<file path="config.mk">
export PLATFORM = sky130hd
export DESIGN_NAME = sar_search
export DESIGN_NICKNAME = d
export VERILOG_FILES = /design/src/rtl/sar_search.sv
export SDC_FILE = /design/constraint.sdc
export NUM_CORES = 1
export LEC_CHECK = 0
export BUFFER_PORTS_ARGS = -buffer_cell sky130_fd_sc_hd__clkbuf_2
export CAP_MARGIN = 0
export CORE_MARGIN = 5
export CORE_UTILIZATION = 50
export DETAILED_ROUTE_END_ITERATION = 10
export GPL_ROUTABILITY_DRIVEN = 0
export PLACE_DENSITY = 0.7
export SETUP_SLACK_MARGIN = 0.2
export SLEW_MARGIN = 0
export SYNTH_ARGS = -nofsm -noshare
export SYNTH_HDL_FRONTEND = slang
export SYNTH_SLANG_ARGS = --single-unit
export TNS_END_PERCENT = 1
</file>
<file path="constraint.sdc">
create_clock -name clk -period 2.26 [get_ports clk]
set_input_delay 0.452 -clock clk [delete_from_list [all_inputs] [get_ports clk]]
set_output_delay 0.452 -clock clk [all_outputs]
set_load 0.005 [all_outputs]
</file>
<file path="src/rtl/sar_search.sv">
// Successive-approximation search: drives probe to an external comparator, one bit decision per clock, MSB first.
// Done pulses (compares+1) cycles after the start edge; start is ignored unless idle, so nothing is queued.
module sar_search #(
  parameter int WIDTH = 3
) (
  input  logic             clk,
  input  logic             rst_n,
  input  logic             start,
  input  logic             cmp_equal,
  input  logic             cmp_greater,
  input  logic             cmp_less,
  output logic [WIDTH-1:0] probe,
  output logic             busy,
  output logic             done,
  output logic             found,
  output logic             err,
  output logic [WIDTH-1:0] result
);

  localparam int IW = $clog2(WIDTH);

  localparam logic [1:0] S_IDLE   = 2'd0;
  localparam logic [1:0] S_SEARCH = 2'd1;
  localparam logic [1:0] S_VERIFY = 2'd2;
  localparam logic [1:0] S_FINISH = 2'd3;

  localparam logic [IW-1:0]    IDX_MSB   = IW'(WIDTH - 1);
  localparam logic [IW-1:0]    IDX_ONE   = IW'(1);
  localparam logic [IW-1:0]    IDX_ZERO  = '0;
  localparam logic [WIDTH-1:0] PROBE_MSB = {1'b1, {(WIDTH-1){1'b0}}};

  logic [1:0]       state;
  logic [IW-1:0]    idx;
  logic [WIDTH-1:0] probe_step;
  logic             one_hot;
  logic             search_end;
  logic             search_ok;

  assign one_hot = $onehot({cmp_equal, cmp_greater, cmp_less});

  // Any malformed response, an equal, or "greater" with no bits left ends the search.
  always_comb begin
    search_end = !one_hot || cmp_equal || ((idx == IDX_ZERO) && cmp_greater);
    search_ok  = one_hot && cmp_equal;
  end

  always_comb begin
    probe_step = probe;
    if (cmp_less) begin
      probe_step[idx] = 1'b0;
    end
    if (idx != IDX_ZERO) begin
      probe_step[idx - IDX_ONE] = 1'b1;
    end
  end

  always_ff @(posedge clk or negedge rst_n) begin
    if (!rst_n) begin
      state  <= S_IDLE;
      probe  <= '0;
      idx    <= IDX_MSB;
      busy   <= 1'b0;
      done   <= 1'b0;
      found  <= 1'b0;
      err    <= 1'b0;
      result <= '0;
    end else begin
      done <= 1'b0;
      case (state)
        S_IDLE: begin
          if (start) begin
            state <= S_SEARCH;
            probe <= PROBE_MSB;
            idx   <= IDX_MSB;
            found <= 1'b0;
            err   <= 1'b0;
            busy  <= 1'b1;
          end
        end
        S_SEARCH: begin
          if (search_end) begin
            state  <= S_FINISH;
            busy   <= 1'b0;
            done   <= 1'b1;
            result <= probe;
            found  <= search_ok;
            err    <= !search_ok;
          end else if (idx == IDX_ZERO) begin
            // Target is below the last probe: only zero remains to confirm.
            probe <= probe_step;
            state <= S_VERIFY;
          end else begin
            probe <= probe_step;
            idx   <= idx - IDX_ONE;
          end
        end
        S_VERIFY: begin
          state  <= S_FINISH;
          busy   <= 1'b0;
          done   <= 1'b1;
          result <= probe;
          found  <= search_ok;
          err    <= !search_ok;
        end
        S_FINISH: begin
          state <= S_IDLE;
        end
        default: begin
          state <= S_IDLE;
          busy  <= 1'b0;
        end
      endcase
    end
  end

endmodule

</file>
Word-level counts from Yosys, hierarchy flattened
Index checks and enable logic that the tools add are counted.
{"block": "classes", "addsub": 3, "magnitude_cmp": 4, "eq_ne": 9, "muxes": 29, "bitwise": 3, "n_reduce_logical": 19}
{"cell": "3-bit 2-to-1 mux", "n": 5}
{"cell": "2-bit 2-to-1 mux", "n": 6}
{"cell": "3-bit case mux with 2 select lines", "n": 2}
{"cell": "1-bit case mux with 3 select lines", "n": 3}
{"cell": "1-bit 2-to-1 mux", "n": 8}
{"cell": "2-bit != test (second input constant)", "n": 4}
{"cell": "2-bit case mux with 4 select lines", "n": 1}
{"cell": "2-bit by 3-bit < comparator with 1-bit output (second input constant)", "n": 2}
{"cell": "3-bit AND reduction", "n": 2}
{"cell": "2-bit nonzero test", "n": 3}
{"cell": "1-bit demux with 2-bit select", "n": 2}
{"cell": "2-bit by 1-bit equality test with 1-bit output (second input constant)", "n": 2}
{"cell": "2-bit equality test (second input constant)", "n": 2}
{"cell": "2-bit by 1-bit >= comparator with 1-bit output (second input constant)", "n": 2}
{"cell": "1-bit logical AND", "n": 4}
{"cell": "2-bit logical NOT", "n": 2}
{"cell": "2-bit case mux with 2 select lines", "n": 1}
{"cell": "2-bit AND reduction", "n": 2}
{"cell": "4-bit AND reduction", "n": 1}
{"cell": "3-bit bitwise AND", "n": 1}
{"cell": "3-bit != test (second input constant)", "n": 1}
{"cell": "3-bit NOT", "n": 1}
{"cell": "3-bit OR", "n": 1}
{"cell": "3-bit nonzero test", "n": 1}
{"cell": "other kinds (6)", "n": 8}
{"block": "word_totals", "register_bits": 14, "in_bits": 6, "wordCells": 75}

Logic depth before layout (Yosys ltp)
Gate-level depths: netlist of run 1.
{"block": "depth", "word_depth": 11, "depth_mapped": 6}

Worst setup path before layout of run 1
OpenSTA, ideal clock, no wires.
{"block": "synth_path", "path_kind": "in2reg", "startpoint": "in cmp_equal", "endpoint": "reg err", "setup_time_ps": 125, "arrival_ps": 1873, "t_required_ps": 2135, "slack_ps": 262, "path_stages": 5, "path_buffers": 0, "path_cell_list": "inv_1 > fa_1 > nor3b_4 > a311oi_2 > mux2_2"}
{"block": "synth_via", "elab_chain_cells": 7, "word_cells_on_any_way": 11}
{"element": "from (decl)", "line_no": "9", "source": "input logic cmp_equal,"}
{"element": "2-bit by 1-bit adder with 2-bit output (not written as such)", "line_no": "39", "source": "assign one_hot = $onehot({cmp_equal, cmp_greater, cmp_less});"}
{"element": "2-bit by 1-bit equality test with 1-bit output", "line_no": "39"}
{"element": "1-bit logical NOT", "line_no": "43", "source": "search_end = !one_hot || cmp_equal || ((idx == IDX_ZERO) && cmp_greater);"}
{"element": "1-bit logical OR (2 in series)", "line_no": "43"}
{"element": "2-bit != test (no source line)"}
{"element": "3-bit AND reduction (no source line)"}
{"element": "to (signal assigned)", "line_no": "87", "source": "err <= !search_ok;"}
{"element": "to (signal assigned)", "line_no": "103", "source": "err <= !search_ok;"}
{"element": "to (decl)", "line_no": "16", "source": "output logic err,"}
Several ways; a longest one is shown, not always the timed one. The select of a mux whose other input is x is not followed.
A chain may end at the register's enable or synchronous reset.

Worst setup path after layout of run 1
{"block": "layout_path", "startpoint": "in cmp_greater", "endpoint": "reg probe[1]"}
{"block": "layout_via", "elab_chain_cells": 8, "word_cells_on_any_way": 9}
{"element": "from (decl)", "line_no": "10", "source": "input logic cmp_greater,"}
{"element": "1-bit by 1-bit adder with 2-bit output (not written as such)", "line_no": "39"}
{"element": "2-bit by 1-bit adder with 2-bit output (not written as such)", "line_no": "39"}
{"element": "2-bit by 1-bit equality test with 1-bit output", "line_no": "39"}
{"element": "1-bit logical NOT", "line_no": "43"}
{"element": "1-bit logical OR", "line_no": "43"}
{"element": "1-bit logical OR *", "line_no": "43"}
{"element": "2-bit != test (no source line) *"}
{"element": "3-bit AND reduction (no source line) *"}
{"element": "to (signal assigned)", "line_no": "90", "source": "probe <= probe_step;"}
{"element": "to (signal assigned)", "line_no": "93", "source": "probe <= probe_step;"}
{"element": "to (decl)", "line_no": "12", "source": "output logic [WIDTH-1:0] probe,"}
Every way passes the cells marked *; elsewhere a longest branch is shown, timed or not.

==> results of run 1 <==
-- synth_stat cells (2+ instances only) --
| cell | number |
|---|---|
| nand2_1 | 5 |
| o31ai_1 | 2 |
| and4_1 | 2 |
| inv_1 | 10 |
| nor2b_1 | 2 |
| nand2b_1 | 3 |
| nor2_1 | 3 |
| a21oi_1 | 6 |
| o211ai_1 | 2 |
| mux2_2 | 6 |
| a221o_1 | 2 |
| mux2i_1 | 2 |
| dfrtp_1 | 13 |
| ha_1 | 8 |
-- cells by family (layout without fill, tap and decap cells) --
family / after synthesis / in the layout / synth area share (%)
AND/OR/NAND/NOR: 22 / 22 / 15.2
multiplexers: 9 / 9 / 10.7
flip-flops: 14 / 14 / 38.1
adder cells (fa/ha/maj): 9 / 9 / 13.0
buffers and inverters: 12 / 33 / 5.83
AO/OA/AOI/OAI: 21 / 21 / 17.1
-- routing by layer --
metal	GRT usage [%]	vias to the layer above
li1	-	358
met3	2.25	2
met4	7.23	0
met1	23.4	371
met5	0	-
met2	27.1	23
-- critical path: stages --
cell	delay, ns
clkbuf_2	0.12
inv_1	0.06
fa_1	0.53
nor3b_4	0.39
o211ai_1	0.19
a221o_1	0.37
-- final cells by class --
cell class                 instances  area, um^2  area share [%]
multi-input combinational         61         528            48.4
sequential                        14         352            32.3
timing repair buffer              19         105            9.64
inverter                          10        37.5            3.44
clock buffer                       4        36.3            3.33
tap                               25        31.3            2.87
-- power groups by stage --
stage          Sequential [mW]  Clock, mW  Combinational (mW)
3_3_place_gp             0.461          0               0.756
6_report                 0.464      0.175               0.807
4_1_cts                  0.465      0.182               0.784
2_1_floorplan            0.453          0               0.564
3_5_place_dp             0.469          0               0.778
5_1_grt                  0.483      0.196               0.903
-- what timing repair did --
item	4_1_cts	5_1_grt
hold endpoints to repair	0	0
resized for setup	0	1
setup endpoints to repair	0	2
setup buffers	0	0
-- per-stage QoR --
stage	util (%)	std cells	hold slack, ns
after floorplan	-	87	0.156
after global placement	59.7	129	0.365
after detailed placement	59.7	129	0.372
after CTS	61.8	133	0.0591
after global routing	62.4	133	0.0669
final	62.4	133	0.0620
-- registers in the layout, summed over array words and instances, names as in the netlist --
register  cells
found         1
done          1
err           1
probe         3
idx           2
result        3
state         2
busy          1
-- worst max path at each step --
stage	to	slack [ns]	depth (start not counted)
after floorplan	err$_DFFE_PN0P_	0.26	5
after global placement	found$_DFFE_PN0P_	0.07	6
after detailed placement	found$_DFFE_PN0P_	0.05	6
after CTS	found$_DFFE_PN0P_	0.28	5
after global routing	result[0]$_DFFE_PN0P_	0.19	5
final	probe[1]$_DFFE_PN0P_	0.31	6
==> results.json, run 1 <==
{
  "vias_per_cell": 5.67,
  "p_sw_mw": 0.604,
  "fin_skew_ns": 0.00123,
  "status": "completed",
  "finalHoldViolations": 0,
  "track_usage_pct": 17.2,
  "maxSlewViolCount": 0,
  "reg2reg_slack_ns": 0.32,
  "cp-start-kind": "input port",
  "wl_met3_um": 100,
  "synthesis.nets": 102,
  "p_leak_nw": 0.525,
  "clock-sinks": 14,
  "die_y_um": 52.9,
  "crit_fanout": 8,
  "netlist_instances": 87,
  "pwr-share-clk_pct": 12.1,
  "worst_slack_ns": 0.314,
  "drt_wl_total_mm": 2.01,
  "die-area_mm2": 0.00280,
  "power.internal_mw": 0.842,
  "period_needed_ns": 1.95,
  "ys_seq_area_share_pct": 38.1,
  "postPlaceCellArea_mm2": 0.00104,
  "grt_max_degree": 16,
  "coreArea_mm2": 0.00175,
  "rsz0062_at_grt": "true",
  "cts_hold_buf": 0,
  "pre_cts_slack_ns": 0.0509,
  "ant_nets": 0,
  "swShare_pct": 41.8,
  "worst_r2r_endpoint": "found$_DFFE_PN0P_",
  "synth_seq_cells": 14,
  "ys_types": 35,
  "layout.cells.most_common": "clkbuf_2",
  "synth_area_leaders": "dfrtp_1, ha_1, mux2_2, inv_1, a21oi_1",
  "numCtsBuffers": 3,
  "fp.dieW_um": 52.9,
  "area_growth_pct": 18.2,
  "tns_ns": 0,
  "top_layer": "met4",
  "syn_avg_cell_area_um2": 10.6,
  "hp-class": "in2async",
  "synth_edf_count": 0,
  "port_buffers": 15,
  "cp.arrival_ns": 2.11,
  "tightest_slew_ns": 0.538,
  "antennaDiodeCount": 0,
  "final_nets": 124,
  "slew_headroom_pct": 64.1,
  "yosysTopAreaCellShare_pct": 35.3,
  "grt_pass1_vias": 776,
  "p_per_area_mw_per_mm2": 1330,
  "grt_pass1_wl_mm": 3.48,
  "num-fill-cells": 149,
  "start_util_pct": 52.8,
  "antenna_found_initial": 0,
  "worstPathRequired_ns": 2.42,
  "top_level_ports": 16,
  "vias": 754,
  "synth_top_flop_cell": "dfrtp_1",
  "clkLatencyLatePin_ns": 0.27,
  "r2r_cells": 5,
  "p_seq_share_pct": 32.1,
  "setup_viol_count_final": 0,
  "synth_area_um2": 922,
  "fin_crit_sh_pct": 86.1,
  "vdd_ir_drop_max_mv": 0.937,
  "max-cap-violations": 0,
  "cts.clk_slew.worst_paths_ns": 0.08,
  "wl_met2_um": 995,
  "grt_overflow": 0,
  "yosysTopAreaCell": "dfrtp_1",
  "ctsRootBufferMaster": "clkbuf_4",
  "crit_start": "cmp_greater",
  "cts_tree": "done",
  "drtPass1Iterations": 4,
  "cts.path.max_buffers": 2,
  "cts_htree_levels": 1,
  "yosys_warnings": 0,
  "max_freq_mhz": 514,
  "drt_iter0_drc": 24,
  "wl_met1_um": 904,
  "finalPower_mw": 1.45,
  "wl_per_cell_um": 15.1,
  "synth-async-reset-ratio_pct": 100,
  "critical_path_class": "in2reg",
  "hpwl_mm": 1.59,
  "drive_above_1_share_pct": 30.6,
  "rows": 15,
  "end_kind": "flip-flop",
  "power_frac_comb_pct": 55.8,
  "most-common-layout-cells": "clkbuf_2, dfrtp_1, inv_1, ha_1",
  "final_area_mm2": 0.00109,
  "drc": 0,
  "reg2reg_from": "idx[0]$_DFFE_PN0P_"
}
No activity file was read; power rests on OpenSTA's default activity.
==> run 2: changes to the inputs <==
BUFFER_PORTS_ARGS = not set   (was -buffer_cell sky130_fd_sc_hd__clkbuf_2)
DONT_BUFFER_PORTS = 1   (was not set)
PLACE_DENSITY = 0.63   (was 0.7)
==> run 2 against run 1 <==
  * Routed wire length fell by 1.6%
  * Largest power group unchanged
  * Critical path type is now reg2reg
  * Sequential share of layout area rose by 2.3 points
  * Global-route usage fell by 0.76 points
  * Sequential cell count did not move
==> results.json, run 2 (synthesis gave the netlist of run 1 again) <==
{
  "path_buf_inv": 1,
  "pwr-share-clk_pct": 13.0,
  "ctsRootBufferMaster": "clkbuf_4",
  "power_frac_comb_pct": 52.5,
  "period_needed_ns": 2.03,
  "reg2reg_slack_ns": 0.23,
  "postPlaceCellArea_um2": 960,
  "worst_slack_ns": 0.233,
  "cts.clk_slew.worst_paths_ns": 0.09,
  "fin_skew_ns": 0.00853,
  "hold_start": "cmp_equal",
  "cp_top_family": "flip-flops",
  "p_per_area_mw_per_mm2": 1370,
  "coreArea_mm2": 0.00175,
  "cp.arrival_ns": 2.19,
  "worstPathCellList": "inv_1, ha_1, nand2_1, a31oi_1, mux2_2",
  "grt_pass1_wl_mm": 3.31,
  "drt_iter0_drc": 13,
  "finalHoldViolations": 0,
  "area_growth_pct": 10.3,
  "clkLatencyLatePin_ns": 0.28,
  "max_freq_mhz": 493,
  "crit_cells": 5,
  "fin_crit_sh_pct": 89.7,
  "r2r_cells": 5,
  "num-fill-cells": 162,
  "final_area_mm2": 0.00102,
  "slowest_delay_ns": 0.45,
  "hpwl_mm": 1.51,
  "drc": 0,
  "end_kind": "flip-flop",
  "die_y_um": 52.9,
  "vias": 707,
  "hold_end": "state[0]$_DFFE_PN0P_",
  "p_sw_mw": 0.589,
  "tns_ns": 0,
  "finalPower_mw": 1.40,
  "most-common-layout-cells": "dfrtp_1, inv_1, ha_1, a21oi_1, mux2_2",
  "antenna_found_initial": 0,
  "layout.cells.most_common": "dfrtp_1",
  "critical_path_class": "reg2reg",
  "cts.path.max_buffers": 2,
  "swShare_pct": 42.2,
  "tightest_slew_ns": 0.626,
  "ant_nets": 0,
  "grt_overflow": 0,
  "track_usage_pct": 16.4,
  "drive_above_1_share_pct": 18.3,
  "start_util_pct": 52.8,
  "maxSlewViolCount": 0,
  "rows": 15,
  "slew_headroom_pct": 58.1,
  "reg2reg_from": "idx[0]$_DFFE_PN0P_",
  "vias_per_cell": 5.99,
  "rsz0062_at_grt": "true",
  "numCtsBuffers": 3,
  "drt_wl_total_mm": 1.98,
  "worst_r2r_endpoint": "result[0]$_DFFE_PN0P_",
  "fp.dieW_um": 52.9,
  "drtPass1Iterations": 5,
  "setup_viol_count_final": 0,
  "reg.largest.list": "probe: 3 flops, result: 3 flops",
  "pre_cts_slack_ns": 0.140,
  "vdd_ir_drop_max_mv": 0.773,
  "worstPathRequired_ns": 2.43,
  "wl_per_cell_um": 16.8,
  "antennaDiodeCount": 0,
  "place_inst": 113,
  "crit_slowest_cell": "dfrtp_1",
  "multiInputGateArea_um2": 528,
  "fin_cells": 118,
  "max-cap-violations": 0,
  "p_leak_nw": 0.460,
  "hp-class": "in2reg",
  "power.internal_mw": 0.807,
  "cts_htree_levels": 1,
  "status": "completed",
  "cp-start-kind": "flip-flop",
  "final_nets": 109,
  "cts_tree": "done",
  "hold_depth": 2,
  "port_buffers": 0,
  "die-area_mm2": 0.00280,
  "top_level_ports": 16,
  "grt_pass1_vias": 687,
  "grt_max_degree": 15,
  "clock-sinks": 14,
  "crit_fanout": 6,
  "ff_latch_area_um2": 352,
  "p_seq_share_pct": 34.4
}
-- run 2: area by class of cell --
cell class                 instances  share of cell area, %
multi-input combinational         61                   51.9
sequential                        14                   34.6
inverter                          10                   3.69
clock buffer                       4                   3.57
timing repair buffer               4                   3.20
tap                               25                   3.08
-- run 2: worst max-delay path by stage --
stage,startpoint,to
after floorplan,cmp_equal,err$_DFFE_PN0P_
after global placement,cmp_equal,found$_DFFE_PN0P_
after detailed placement,cmp_equal,err$_DFFE_PN0P_
after CTS,idx[0]$_DFFE_PN0P_,found$_DFFE_PN0P_
after global routing,idx[0]$_DFFE_PN0P_,result[1]$_DFFE_PN0P_
final,idx[0]$_DFFE_PN0P_,result[0]$_DFFE_PN0P_
-- run 2: stage by stage --
stage | utilization, % | hold WS [ns]
finish | 58.3 | 0.375
global route | 58.3 | 0.380
CTS | 57.6 | 0.361
detailed placement | 55.0 | 0.157
global placement | 55.0 | 0.157
floorplan | - | 0.156
-- run 2: repair_timing --
action | CTS | global route
hold buffers | 1 | 0
buffers inserted | 0 | 0
endpoints found under the setup margin | 0 | 3
gates resized for setup | 0 | 1
hold endpoints to repair | 14 | 0
-- run 2: worst register-to-register path: cells and delay by family, from the launching register on --
family,cells,cell delay (ns)
compound gates,1,0.41
buf+inv,1,0.18
mux,1,0.39
simple gates,1,0.20
flops,1,0.45
fa+ha+maj,1,0.29
-- run 2: power groups by stage --
stage / clock network [mW] / registers [mW] / logic [mW]
after global placement: 0 / 0.485 / 0.679
after detailed placement: 0 / 0.487 / 0.695
final: 0.182 / 0.481 / 0.734
after floorplan: 0 / 0.453 / 0.564
after CTS: 0.187 / 0.482 / 0.706
after global routing: 0.208 / 0.501 / 0.809
-- run 2: routing by layer --
metal / vias to the layer above / track usage, % / share of wire [%]
met3: 4 / 5.63 / 7.3
met4: 0 / 6.38 / 1.3
met5: - / 0 / 0
li1: 330 / - / -
met2: 23 / 24.8 / 45
met1: 350 / 21.3 / 46
